<file path="src/rtl/ram_8x16.sv">
// ram_8x16 -- eight-word register-file RAM, the base of the memory hierarchy.
//
// Ports:
//   clk      system clock; writes occur on its rising edge
//   reset    asynchronous, active-high; clears all words while asserted
//   in       write data (DATA_WIDTH)
//   address  3-bit word select shared by read and write
//   load     write enable, sampled on the rising edge of clk
//   out      read data: word[address], combinational (DATA_WIDTH)
//
// Build option: define RAM_8X16_BYPASS_EN for write-through bypass
// (out = in while load=1, before the writing edge).
//
// Structure: 1-to-8 load demux -> 8 clearable load-enable registers ->
// 8-to-1 output mux.  Decode compares against known values only, so an X/Z
// on load or address selects no word and unselected words are never touched.

module ram_8x16_demux (
  input  logic       load,
  input  logic [2:0] address,
  output logic [7:0] sel
);
  always_comb begin
    sel = '0;
    if (load == 1'b1) begin
      for (int unsigned i = 0; i < 8; i++) begin
        if (address == 3'(i)) sel[i] = 1'b1;
      end
    end
  end
endmodule

module ram_8x16_reg #(
  parameter int DATA_WIDTH = 16
) (
  input  logic                  clk,
  input  logic                  reset,
  input  logic                  ld,
  input  logic [DATA_WIDTH-1:0] d,
  output logic [DATA_WIDTH-1:0] q
);
  logic [DATA_WIDTH-1:0] word_d;
  logic [DATA_WIDTH-1:0] word_q;

  always_comb begin
    word_d = word_q;
    if (ld == 1'b1) word_d = d;
  end

  always_ff @(posedge clk or posedge reset) begin
    if (reset) word_q <= '0;
    else       word_q <= word_d;
  end

  assign q = word_q;
endmodule

module ram_8x16_mux #(
  parameter int DATA_WIDTH = 16
) (
  input  logic [7:0][DATA_WIDTH-1:0] words,
  input  logic [2:0]                 address,
  output logic [DATA_WIDTH-1:0]      data
);
  always_comb begin
    data = '0;
    for (int unsigned i = 0; i < 8; i++) begin
      if (address == 3'(i)) data = words[i];
    end
  end
endmodule

module ram_8x16 #(
  parameter int DATA_WIDTH = 16
) (
  input  logic                  clk,
  input  logic                  reset,
  input  logic [DATA_WIDTH-1:0] in,
  input  logic [2:0]            address,
  input  logic                  load,
  output logic [DATA_WIDTH-1:0] out
);
  logic [7:0]                 sel;
  logic [7:0][DATA_WIDTH-1:0] words;
  logic [DATA_WIDTH-1:0]      rd_data;

  ram_8x16_demux u_demux (
    .load    (load),
    .address (address),
    .sel     (sel)
  );

  for (genvar g = 0; g < 8; g++) begin : g_word
    ram_8x16_reg #(.DATA_WIDTH(DATA_WIDTH)) u_reg (
      .clk   (clk),
      .reset (reset),
      .ld    (sel[g]),
      .d     (in),
      .q     (words[g])
    );
  end

  ram_8x16_mux #(.DATA_WIDTH(DATA_WIDTH)) u_mux (
    .words   (words),
    .address (address),
    .data    (rd_data)
  );

  always_comb begin
    out = rd_data;
`ifdef RAM_8X16_BYPASS_EN
    if (load == 1'b1) out = in;
`else
`endif
    // Storage is already cleared under reset; the explicit gate also
    // overrides the bypass path.
    if (reset) out = '0;
  end
endmodule

</file>
<file path="config.mk">
export PLATFORM = sky130hd
export DESIGN_NAME = ram_8x16
export DESIGN_NICKNAME = d
export VERILOG_FILES = /design/src/rtl/ram_8x16.sv
export SDC_FILE = /design/constraint.sdc
export NUM_CORES = 1
export LEC_CHECK = 0
export BUFFER_PORTS_ARGS = -buffer_cell sky130_fd_sc_hd__clkbuf_2
export CAP_MARGIN = 20
export CORE_MARGIN = 5
export CORE_UTILIZATION = 40
export CTS_BUF_LIST = sky130_fd_sc_hd__clkbuf_16
export DETAILED_ROUTE_END_ITERATION = 10
export PLACE_DENSITY = 0.56
export SYNTH_ARGS = -nofsm -noshare
export SYNTH_HDL_FRONTEND = slang
export SYNTH_SLANG_ARGS = --single-unit
</file>
<file path="constraint.sdc">
create_clock -name clk -period 11.1 [get_ports clk]
set_clock_uncertainty 0.05 [all_clocks]
set_input_delay 3.33 -clock clk [delete_from_list [all_inputs] [get_ports clk]]
set_output_delay 3.33 -clock clk [all_outputs]
set_load 0.02 [all_outputs]
</file>
---- Yosys cells after proc, flatten, opt, wreduce, memory -nomap -nowiden ----
Index checks and enable logic that the tools add are counted.
Widths: inputs -> output; s select.
word-level totals
  output and inout port bits .............. 16
  input bits .............................. 22
  flip-flop bits (word level) ............. 128
  logic and storage cells ................. 34
cells by class
  equality and inequality tests ........... 7
  reduce and logical (&&, ||, !) cells .... 1
  mux-type cells .......................... 18
operator list
  kind                count
  $mux 16             9
  $eq 3x3->1 const B  4
  $mux 1              8
  $mux 8              1
  $eq 3x2->1 const B  2
  $eq 3x1->1 const B  1
  $logic_not 3->1     1

---- Logic depth before layout (Yosys ltp) ----
Gate-level depths: netlist of the first run.
  word-level depth ........................ 10
  gate-level depth with buffers ........... 7
  depth with buffers taken out ............ 3

---- By module ----
Synthesis of the first run repeated with hierarchy kept, for this count alone.
unflattened totals
  cell total of the unflattened synthesis .. 494
  area total of the unflattened synthesis .. 6826.5 µm²
by module, submodules not included
  module          seq. area each (µm²)  cells an instance  area each (µm²)  instances
  ram_8x16_reg    400.4                 35                 653.1            8
  ram_8x16_mux    0.0                   189                1362.6           1
  ram_8x16        0.0                   17                 143.9            1
  ram_8x16_demux  0.0                   8                  95.1             1

---- Worst setup path after synthesis of the first run ----
No wires, ideal clock.
  path kind ............................... input port to output port
  from .................................... input port reset
  to ...................................... output port out[10]
  buffers on the path ..................... 1
  data arrival time ....................... 8.469 ns
  required time ........................... 7.720 ns
  path slack .............................. -0.749 ns
  stages .................................. 4
  cells stage by stage .................... inv_1 > clkbuf_1 > o21ai_0 > a221oi_1
on the way
  cells in the longest elaborated chain, start to end .. 1
RTL lines
  what         line  text
  from (decl)  77    input logic reset,
  $mux 16      117   if (reset) out = '0;
  to (decl)    81    output logic [DATA_WIDTH-1:0] out
Every way passes these cells.

---- Final worst setup path of the first run ----
  from .................................... input port address[1]
  to ...................................... output port out[5]
on the way
  cells in the longest elaborated chain, start to end .. 10
  elaborated cells between the ends (all ways) .. 17
  those cells by class .................... 7 x eq/ne; 9 x mux; 1 x reduce/logical
RTL lines
  what                   line  text
  from (decl)            79    input logic [2:0] address,
  $logic_not 3->1        68    if (address == 3'(i)) data = words[i];
  $mux 16 (7 in series)  68
  $mux 16 (*)            68
  $mux 16 (*)            117
Mark *: on every way between the ends. The rest lies on a longest branch, timed or not.

==> results.md, run 1 <==
- Max reg flops: 128
- PD cells: 201 mW/mm2
- Max Transition Viols Final: 0
- Placed insts: 633
- Area share of fa/ha/maj cells after synthesis: 0%
- Non-filler instance count after layout: 665
- Share of layout cells above drive strength 1: 47.2%
- Post-synthesis cell count: around 430
- Multi-input gate area: 0.00270 mm2
- Setup TNS: 0 ns
- Max Root-Sink Buffers: 2
- Critical Path Slowest Stage Cell: nand2b_1
- Worst vdd ir: 0.000121 V
- Critical path class: in2out
- Worst Path Max Fanout: 25
- Total GRT Usage: 17.3%
- Post-synth top area cell: dfrtp_1
- Status: finished clean
- Commonest cells post-synth: 128 x dfrtp_1, 122 x mux2_2, 32 x mux2i_1, 32 x o21ai_0, 20 x mux2_4
- Synth Area in Simple Gates: 2.31%
- DR vias: 3745
- RePlAce Congestion: around 0.73
- CTS Buf Count: 17
- Worst-skew pair later-pin latency: 0.42 ns
- Tmin final: 9.10 ns
- XOR/XNOR Fraction of Synth Area: 0%
- Number of max-cap violations: 0
- Synth top area cells: dfrtp_1 52%, mux2_2 22%, mux2i_1 5.2%
- Row Count: 45
- Hpwl dp: 8520 um
- Top Family by Delay on Critical Path: buffers and inverters
- I/O Pins: 38
- Period utilization: 82.0%
- Filler cells: approximately 1400
- IO buf count: 37
- Critical-path cell list: clkbuf_2 -> nand2b_1 -> o22a_1 -> a221oi_1 -> clkbuf_2
- Largest family of logic cells by synthesized area: multiplexers
- CTS-repair resized insts: 0
- Area delta synth->final: 14.5%
- Die area: approximately 0.018 mm2
- Sequential share of power: between 40% and 50%
- Post-synth top area share: 52.4%
- CP bufs+invs: 2
- Switch share: 25.2%
- Root buffer cell: clkbuf_16
- Unrepaired setup endpoints after global routing: no
- Sequential element share of the synthesized area: 52.4%
- Postcts setup bufs: 0
- Fmax: 0.110 GHz
- Post-synthesis register bit count: between 100 and 150
- CTS tree: done
- EDFF count, synth: 0
- Slowest stage delay, CP: ~0.76 ns
- Worst path required time: 7.72 ns
- Final Net Count: between 400 and 500
- Clock Power Share: 39.1%
- Post-synth ARST share: 100%
- Worst-path clk slew: approximately 0.050 ns
- Initial antenna violation count: 0
- Final setup vio count: 0
- First-pass GRT wire length: 23300 um
- P_int: 1.05 mW
- Yosys Warn Count: 0
- Final ANT Viol Nets: 0
- P_sw: 354 uW
- Critical Path Source Type: primary input
- Combinational share of power: 16.6%
- Slew HR: 30.2%
- Netlist cell types: 24
- Core Box Area: about 0.015 mm2
- Count leader, synth: dfrtp_1
- H-tree depth: 4
- Vias in the first global route: 4099
- Dominant synthesized flop cell: dfrtp_1
- Average size of a mapped cell: 14.1 um2
- Starting density of the core: 40.5%
- Drt total wl: about 14000 um
- Post-route DRC: 0
- Syn Nets: 455
- Sequential cell area: 0.00320 mm2
- Routed wire per std cell: 21.7 um
- Die H: ~130 um
- N_diodes: 0
- Multiplexer share of the synthesized area: around 33%
- Quantity of hold-fixing buffers added after cts: 0
- Arrival time worst endpoint: 5.72 ns
- Synth Area in Compound Gates: 8.84%
- Total power: 1.41 mW
- Gr ovfl total: 0
- Total iterations of the first detailed-routing run: 7
- Die span in x: 134 um
- Largest net degree at the start of global routing: 57
- Cell repeated most along the worst path: clkbuf_2
- Clock Sinks: roughly 130
- Static Leakage: 3.09 nW
- Worst hold-check path type: reg2reg
- Synthesized cell area: just over 0.006 mm2
- Crit. End Element: output pin
- First DRT Iteration DRCs: 167
- Worst Max-Slew Pin Slew: 1.05 ns
- Hold Violations, Final: 0
- Vias/cell: approximately 5.6
[worst paths after layout]
kind / from / endpoint / slack [ns] / cells after the start
setup reg to reg: g_word[6].u_reg.q[13] / g_word[6].u_reg.q[13] / 10.26 / 1
hold reg to reg: g_word[4].u_reg.q[9] / g_word[4].u_reg.q[9] / 0.44 / 1
setup / recovery: address[1] / out[5] / 2.00 / 5
max in group asynchronous: reset / g_word[6].u_reg.q[8] / 7.29 / 3
min in group asynchronous: reset / g_word[3].u_reg.q[6] / 2.93 / 2
hold / removal: g_word[4].u_reg.q[9] / g_word[4].u_reg.q[9] / 0.44 / 1
[through the flow]
step                      hold slack (ns)  area, um2  utilization (%)  setup WS, ns
after floorplan                     0.404       6120                -          1.50
after global placement              0.415       6400             42.4          2.06
after detailed placement            0.430       6400             42.4          2.00
after CTS                           0.448       6980             46.2          2.01
after global routing                0.467       7000             46.4          1.84
final                               0.442       7000             46.4          2.00
[per-layer routing]
| layer | vias up | wire length, um | track usage, % |
|---|---|---|---|
| li1 | 1710 | - | - |
| met5 | - | 0 | 0 |
| met3 | 20 | 526 | 4.19 |
| met1 | 1955 | 6780 | 23.1 |
| met2 | 60 | 6830 | 27.2 |
| met4 | 0 | 272 | 6.63 |
[cell families after synthesis]
logic type	Yosys count
flops	128
simple gates	15
buf+inv	34
compound gates	80
mux	176
[cell type report]
type	count	share of cell area, %
Clock inverter	14	2.14
Inverter	1	0.0893
Sequential cell	128	45.7
Timing Repair Buffer	46	4.07
Tap cell	188	3.36
Clock buffer	17	6.07
Multi-Input combinational cell	271	38.5
[power groups by stage]
stage          Combinational, mW  Clock (mW)  Sequential [mW]
2_1_floorplan              0.191           0            0.614
3_3_place_gp               0.231           0            0.625
3_5_place_dp               0.237           0            0.631
4_1_cts                    0.237       0.561            0.623
5_1_grt                    0.259       0.585            0.637
6_report                   0.234       0.550            0.624
[cells in the final DEF (no fill, tap or decap), types with 3 or more instances in the layout]
cell type / Yosys / routed
or2_1: 3 / 3
buf_4: 6 / 7
o22a_1: 16 / 16
mux2i_1: 32 / 32
o22ai_1: 16 / 16
bufinv_16: 0 / 3
mux2_2: 122 / 122
clkbuf_16: 0 / 17
a221oi_1: 16 / 16
clkbuf_2: 0 / 37
clkinv_2: 0 / 4
dfrtp_1: 128 / 128
o21ai_0: 32 / 32
nand2b_4: 3 / 3
clkinv_1: 0 / 3
mux2_4: 20 / 20
(Power assumes the default switching activity.)
==> run 2, diff against run 1 <==
==> constraint.sdc (replaced) <==
create_clock -name clk -period 8 [get_ports clk]
set_clock_uncertainty 0.05 [all_clocks]
set_input_delay 2.4 -clock clk [delete_from_list [all_inputs] [get_ports clk]]
set_output_delay 2.4 -clock clk [all_outputs]
set_load 0.02 [all_outputs]
==> run 2 against run 1 <==
Against the previous run: utilization grew 0.23 points; via count increased by 2.1%; count of clock-buffer cells in the layout stayed put; clock power is 32% higher; sequential share of layout area is 0.23 points lower; flip-flop and latch count stayed put; critical path type unchanged; critical endpoint is now out[11]; largest power group unchanged; highest routed layer unchanged.
==> results.md, run 2 (synthesis results as in run 1) <==
- Static Leakage: 3.12 nW (was 3.09 nW)
- Sequential cell area: 0.00320 mm2 (unchanged)
- Vias in the first global route: 4175 (was 4099)
- Starting density of the core: 40.5% (unchanged)
- Gr ovfl total: 0 (unchanged)
- Most common cell after layout, fill and taps aside: dfrtp_1 (unchanged)
- Area delta synth->final: 15.1% (was 14.5%)
- Hold Violations, Final: 0 (unchanged)
- CTS tree: done (unchanged)
- Path depth of the worst reg2reg path: 1 (unchanged)
- Placed insts: 643 (was 633)
- CP bufs+invs: 3 (was 2)
- R2r startpoint: g_word[6].u_reg.q[14] (was g_word[6].u_reg.q[13])
- Die area: 0.0179 mm2 (unchanged)
- I/O Pins: 38 (unchanged)
- Worst-path clk slew: 0.05 ns (about the same)
- Top Family by Delay on Critical Path: buffers and inverters (unchanged)
- Die span in x: 134 um (unchanged)
- Critical path class: in2out (unchanged)
- Design area: 0.00704 mm2 (was 0.00700 mm2)
- Most frequent cells in the layout: 128 x dfrtp_1, 122 x mux2_2, 37 x clkbuf_2 (unchanged)
- Worst vdd ir: 0.000157 V (was 0.000121 V)
- Largest net degree at the start of global routing: 48 (was 57)
- Max reg flops: 128 (unchanged)
- Clock Sinks: 128 (unchanged)
- Filler cells: 1376 (was 1379)
- First DRT Iteration DRCs: 183 (was 167)
- Total GRT Usage: 17.6% (was 17.3%)
- CTS Buf Count: 17 (unchanged)
- Total iterations of the first detailed-routing run: 4 (was 7)
- Hold path start: g_word[4].u_reg.q[9] (unchanged)
- Worst path required time: 5.55 ns (was 7.72 ns)
- Hold depth: 1 (unchanged)
- Cell repeated most along the worst path: clkbuf_2 (unchanged)
- Final Net Count: 496 (was 487)
- Post-route DRC: 0 (unchanged)
- Core Box Area: 0.0151 mm2 (unchanged)
- Max Transition Viols Final: 0 (unchanged)
- Final setup vio count: 0 (unchanged)
- Status: finished clean (unchanged)
- PD cells: 273 mW/mm2 (was 201 mW/mm2)
- Slew HR: 27.9% (was 30.2%)
- Initial antenna violation count: 0 (unchanged)
- Period utilization: ~85%
- Setup TNS: 0 ns (unchanged)
- Critical-path cell list: clkbuf_2 -> buf_4 -> mux2i_1 -> o22a_1 -> a221oi_1 -> clkbuf_2 (was clkbuf_2 -> nand2b_1 -> o22a_1 -> a221oi_1 -> clkbuf_2)
- Hpwl dp: 9230 um (was 8520 um)
- R2r endpoint: g_word[6].u_reg.q[14] (was g_word[6].u_reg.q[13])
- Core Util, Final: 46.7% (was 46.4%)
- Worst Path Max Fanout: 27 (was 25)
- Die H: 134 um (unchanged)
- Slowest stage delay, CP: 0.63 ns (was 0.76 ns)
- Root buffer cell: clkbuf_16 (unchanged)
- Critical Path Source Type: primary input (unchanged)
- Total power: 1.92 mW (was 1.41 mW)
- Worst-skew pair later-pin latency: 0.41 ns (was 0.42 ns)
- Cell Area, Placed: 0.00648 mm2 (was 0.00640 mm2)
- N_diodes: 0 (unchanged)
- Worst reg2reg setup slack: 7.16 ns (was 10.26 ns)
- DR vias: 3823 (was 3745)
- Vias/cell: 5.66 (was 5.63)
- Worst Max-Slew Pin Slew: 1.08 ns (was 1.05 ns)
- Fmax: roughly 0.15 GHz
- Number of max-cap violations: 0 (unchanged)
- Crit path launch: address[0] (was address[1])
- Routed wire per std cell: 21.8 um (was 21.7 um)
- Drt total wl: 14700 um (was 14400 um)
- CTS-repair resized insts: 0 (unchanged)
- Arrival time worst endpoint: 4.34 ns (was 5.72 ns)
- Critical Path Slowest Stage Cell: clkbuf_2 (was nand2b_1)
- Non-filler instance count after layout: 675 (was 665)
- Final ANT Viol Nets: 0 (unchanged)
- Max Root-Sink Buffers: 2 (unchanged)
- Tmin final: 6.79 ns
- First-pass GRT wire length: 23900 um (was 23300 um)
- IO buf count: 37 (unchanged)
- Hold EP: g_word[4].u_reg.q[9] (unchanged)
- Unrepaired setup endpoints after global routing: no (unchanged)
- Row Count: 45 (unchanged)
- Multi-input gate area: 0.00270 mm2 (unchanged)
- H-tree depth: 4 (unchanged)
- Postcts setup bufs: 0 (unchanged)
- Share of layout cells above drive strength 1: 48.0% (was 47.2%)
- Crit. End Element: output pin (unchanged)
- Worst hold-check path type: reg2reg (unchanged)
- Quantity of hold-fixing buffers added after cts: 0 (unchanged)
- RePlAce Congestion: 0.741 (was 0.727)
run 2: cell count changes in the layout (fill, tap and decap cells not counted):
cell / delta
clkinv_1: -1
buf_8: +1
clkinv_4: -1
bufinv_16: -1
inv_1: +2
clkinvlp_4: +2
buf_4: +9
buf_16: -1
run 2: cell type report:
type                            instances  share of cell area (%)
Multi-Input combinational cell        271                    38.3
Tap cell                              188                    3.34
Sequential cell                       128                    45.5
Clock buffer                           17                    6.04
Inverter                                1                  0.0889
Clock inverter                         15                    1.85
Timing Repair Buffer                   55                    4.83
run 2: per-layer routing:
layer  part of all wire, %  global-route usage, %  vias up
li1                      -                      -     1720
met1                    46                   23.7     2001
met2                    47                   28.0       90
met3                   5.4                   4.80       12
met4                   1.1                   4.80        0
met5                     0                      0        -
run 2: stage by stage:
step	setup slack, ns	hold WS (ns)
6_report	1.21	0.434
5_1_grt	1.07	0.449
4_1_cts	1.19	0.437
3_5_place_dp	1.20	0.421
3_3_place_gp	1.18	0.420
2_1_floorplan	0.261	0.404
run 2: how the worst max path moves through the flow:
| stage | endpoint | slack [ns] | cells past startpoint |
|---|---|---|---|
| floorplan | out[10] | 0.26 | 4 |
| finish | out[11] | 1.21 | 6 |
| global placement | out[11] | 1.18 | 6 |
| detailed placement | out[11] | 1.20 | 6 |
| global route | out[11] | 1.07 | 6 |
| CTS | out[6] | 1.19 | 6 |
run 2: power breakdown:
| part | internal (mW) | switching (mW) |
|---|---|---|
| Clock | 0.450 | 0.275 |
| Sequential | 0.791 | 0.0757 |
| Combinational | 0.192 | 0.140 |
| Total | 1.43 | 0.490 |
==> run 3, diff against run 2 <==
--- a/config.mk
+++ b/config.mk
@@ -11,7 +11,7 @@
 export CORE_UTILIZATION = 40
 export CTS_BUF_LIST = sky130_fd_sc_hd__clkbuf_16
 export DETAILED_ROUTE_END_ITERATION = 10
-export PLACE_DENSITY = 0.56
+export PLACE_DENSITY = 0.53
 export SYNTH_ARGS = -nofsm -noshare
 export SYNTH_HDL_FRONTEND = slang
 export SYNTH_SLANG_ARGS = --single-unit
==> constraint.sdc (replaced) <==
create_clock -name clk -period 6.8 [get_ports clk]
set_clock_uncertainty 0.05 [all_clocks]
set_input_delay 2.04 -clock clk [delete_from_list [all_inputs] [get_ports clk]]
set_output_delay 2.04 -clock clk [all_outputs]
set_load 0.02 [all_outputs]
==> run 3 against run 2 <==
Against the previous run: sequential share of layout area down 0.11 points; critical path depth unchanged; flip-flop and latch count unchanged; register-to-register slack worse by 1.2 ns; total power up 18%; routed wire length down 0.12%; via count down 0.29%; die area unchanged; highest routed layer unchanged; non-clock buffer count up 3.
==> results.md, run 3 (synthesis results as in run 1) <==
- Status: finished clean (unchanged)
- N_diodes: 0 (unchanged)
- P_sw: 574 uW (was 490 uW)
- First DRT Iteration DRCs: 165 (was 183)
- Cell repeated most along the worst path: clkbuf_2 (unchanged)
- Pre-CTS WS: 0.850 ns (was 1.20 ns)
- Setup TNS: 0 ns (unchanged)
- Final Net Count: 499 (was 496)
- Placed insts: 646 (was 643)
- Clock Power Share: 37.8% (was 37.7%)
- Die H: 134 um (unchanged)
- Die span in x: 134 um (unchanged)
- Most frequent cells in the layout: 128 x dfrtp_1, 122 x mux2_2, 37 x clkbuf_2 (unchanged)
- Sequential cell area: 0.00320 mm2 (unchanged)
- Fmax: 0.168 GHz
- Min setup slack post-route: 0.831 ns (was 1.21 ns)
- Most common cell after layout, fill and taps aside: dfrtp_1 (unchanged)
- Gr ovfl total: 0 (unchanged)
- Final ANT Viol Nets: 0 (unchanged)
- Worst Path Max Fanout: 19 (was 27)
- Critical-path cell list: clkbuf_2 -> buf_4 -> nand3_1 -> o21ai_0 -> a221oi_1 -> clkbuf_2 (was clkbuf_2 -> buf_4 -> mux2i_1 -> o22a_1 -> a221oi_1 -> clkbuf_2)
- Critical Path Source Type: primary input (unchanged)
- CTS-repair resized insts: 0 (unchanged)
- Routed wire per std cell: 21.7 um (was 21.8 um)
- Worst hold-check path type: reg2reg (unchanged)
- Slew HR: 31.9% (was 27.9%)
- Total iterations of the first detailed-routing run: 4 (unchanged)
- Postcts setup bufs: 0 (unchanged)
- Period utilization: 87.8%
- I/O Pins: 38 (unchanged)
- Unrepaired setup endpoints after global routing: no (unchanged)
- Max reg flops: 128 (unchanged)
- PD cells: 320 mW/mm2 (was 273 mW/mm2)
- P_int: 1.69 mW (was 1.43 mW)
- CTS tree: done (unchanged)
- Worst Max-Slew Pin Slew: 1.02 ns (was 1.08 ns)
- Worst path required time: 4.71 ns (was 5.55 ns)
- Root buffer cell: clkbuf_16 (unchanged)
- Starting density of the core: 40.5% (unchanged)
- Quantity of hold-fixing buffers added after cts: 0 (unchanged)
- Number of max-cap violations: 0 (unchanged)
- Combinational share of power: 17.2% (was 17.3%)
- Vias/cell: 5.63 (was 5.66)
- CP bufs+invs: 3 (unchanged)
- Die area: 0.0179 mm2 (unchanged)
- Worst-skew pair later-pin latency: 0.42 ns (was 0.41 ns)
- DR vias: 3812 (was 3823)
- Area delta synth->final: 15.4% (was 15.1%)
- Worst-path clk slew: 0.06 ns (was 0.05 ns)
- Share of layout cells above drive strength 1: 48.5% (was 48.0%)
- Total GRT Usage: 17.6% (about the same)
- Clock Sinks: 128 (unchanged)
- Core Box Area: 0.0151 mm2 (unchanged)
- Final setup vio count: 0 (unchanged)
- CTS Buf Count: 17 (unchanged)
- Hpwl dp: 9170 um (was 9230 um)
- Tmin final: 5.97 ns
- Worst vdd ir: 0.000213 V (was 0.000157 V)
- Arrival time worst endpoint: 3.88 ns (was 4.34 ns)
- Post-route DRC: 0 (unchanged)
- Max Root-Sink Buffers: 2 (unchanged)
- Critical path class: in2out (unchanged)
- RePlAce Congestion: 0.754 (was 0.741)
- Switch share: 25.4% (was 25.5%)
- Multi-input gate area: 0.00271 mm2 (was 0.00270 mm2)
- Max Transition Viols Final: 0 (unchanged)
- Critical Path Slowest Stage Cell: nand3_1 (was clkbuf_2)
- First-pass GRT wire length: 24000 um (was 23900 um)
- Top Family by Delay on Critical Path: buffers and inverters (unchanged)
- IO buf count: 37 (unchanged)
- Static Leakage: 3.14 nW (was 3.12 nW)
- Largest net degree at the start of global routing: 47 (was 48)
- Non-filler instance count after layout: 677 (was 675)
- Slowest stage delay, CP: 0.63 ns (about the same)
- Drt total wl: 14700 um (about the same)
- H-tree depth: 4 (unchanged)
- Sequential share of power: 45.0% (was 45.1%)
- Row Count: 45 (unchanged)
- Crit. End Element: output pin (unchanged)
- Vias in the first global route: 4203 (was 4175)
- Initial antenna violation count: 0 (unchanged)
- Filler cells: 1349 (was 1376)
- Hold Violations, Final: 0 (unchanged)
==> run 3: metrics by stage <==
| step | hold WS [ns] | total power [mW] | instance area [um2] | utilization, % |
|---|---|---|---|---|
| 2_1_floorplan | 0.404 | 1.31 | 6120 | - |
| 3_3_place_gp | 0.417 | 1.40 | 6500 | 43.1 |
| 3_5_place_dp | 0.427 | 1.42 | 6500 | 43.1 |
| 4_1_cts | 0.439 | 2.29 | 7060 | 46.8 |
| 5_1_grt | 0.457 | 2.38 | 7060 | 46.8 |
| 6_report | 0.431 | 2.26 | 7060 | 46.8 |
==> run 3: final timing paths <==
check	start	endpoint	slack [ns]	cells past startpoint
max in group asynchronous	reset	g_word[3].u_reg.q[6]	4.30	4
max	address[2]	out[8]	0.83	6
max reg2reg	g_word[4].u_reg.q[9]	g_word[4].u_reg.q[9]	5.95	1
min reg2reg	g_word[4].u_reg.q[3]	g_word[4].u_reg.q[3]	0.43	1
min	g_word[4].u_reg.q[3]	g_word[4].u_reg.q[3]	0.43	1
min in group asynchronous	reset	g_word[5].u_reg.q[5]	1.64	2
==> run 3: layout make-up <==
type	count	share of cell area [%]
well taps	188	3.33
repair buffers	58	5.04
multi-input cells	271	38.3
clock buffers	17	6.03
clock inverters	14	1.79
inverters	1	0.0887
flip-flops and latches	128	45.4
==> run 3: power by group through the flow <==
stage	Combinational, mW	Sequential (mW)	Clock (mW)
2_1_floorplan	0.313	1.00	0
3_3_place_gp	0.384	1.02	0
3_5_place_dp	0.395	1.03	0
4_1_cts	0.395	1.02	0.877
5_1_grt	0.429	1.04	0.913
6_report	0.389	1.02	0.854
==> run 3: layer usage <==
layer	GRT usage [%]	wire (um)	vias to the layer above
li1	-	-	1720
met1	23.8	6970	1994
met2	27.4	6880	81
met3	5.40	706	17
met4	5.14	160	0
met5	0	0	-
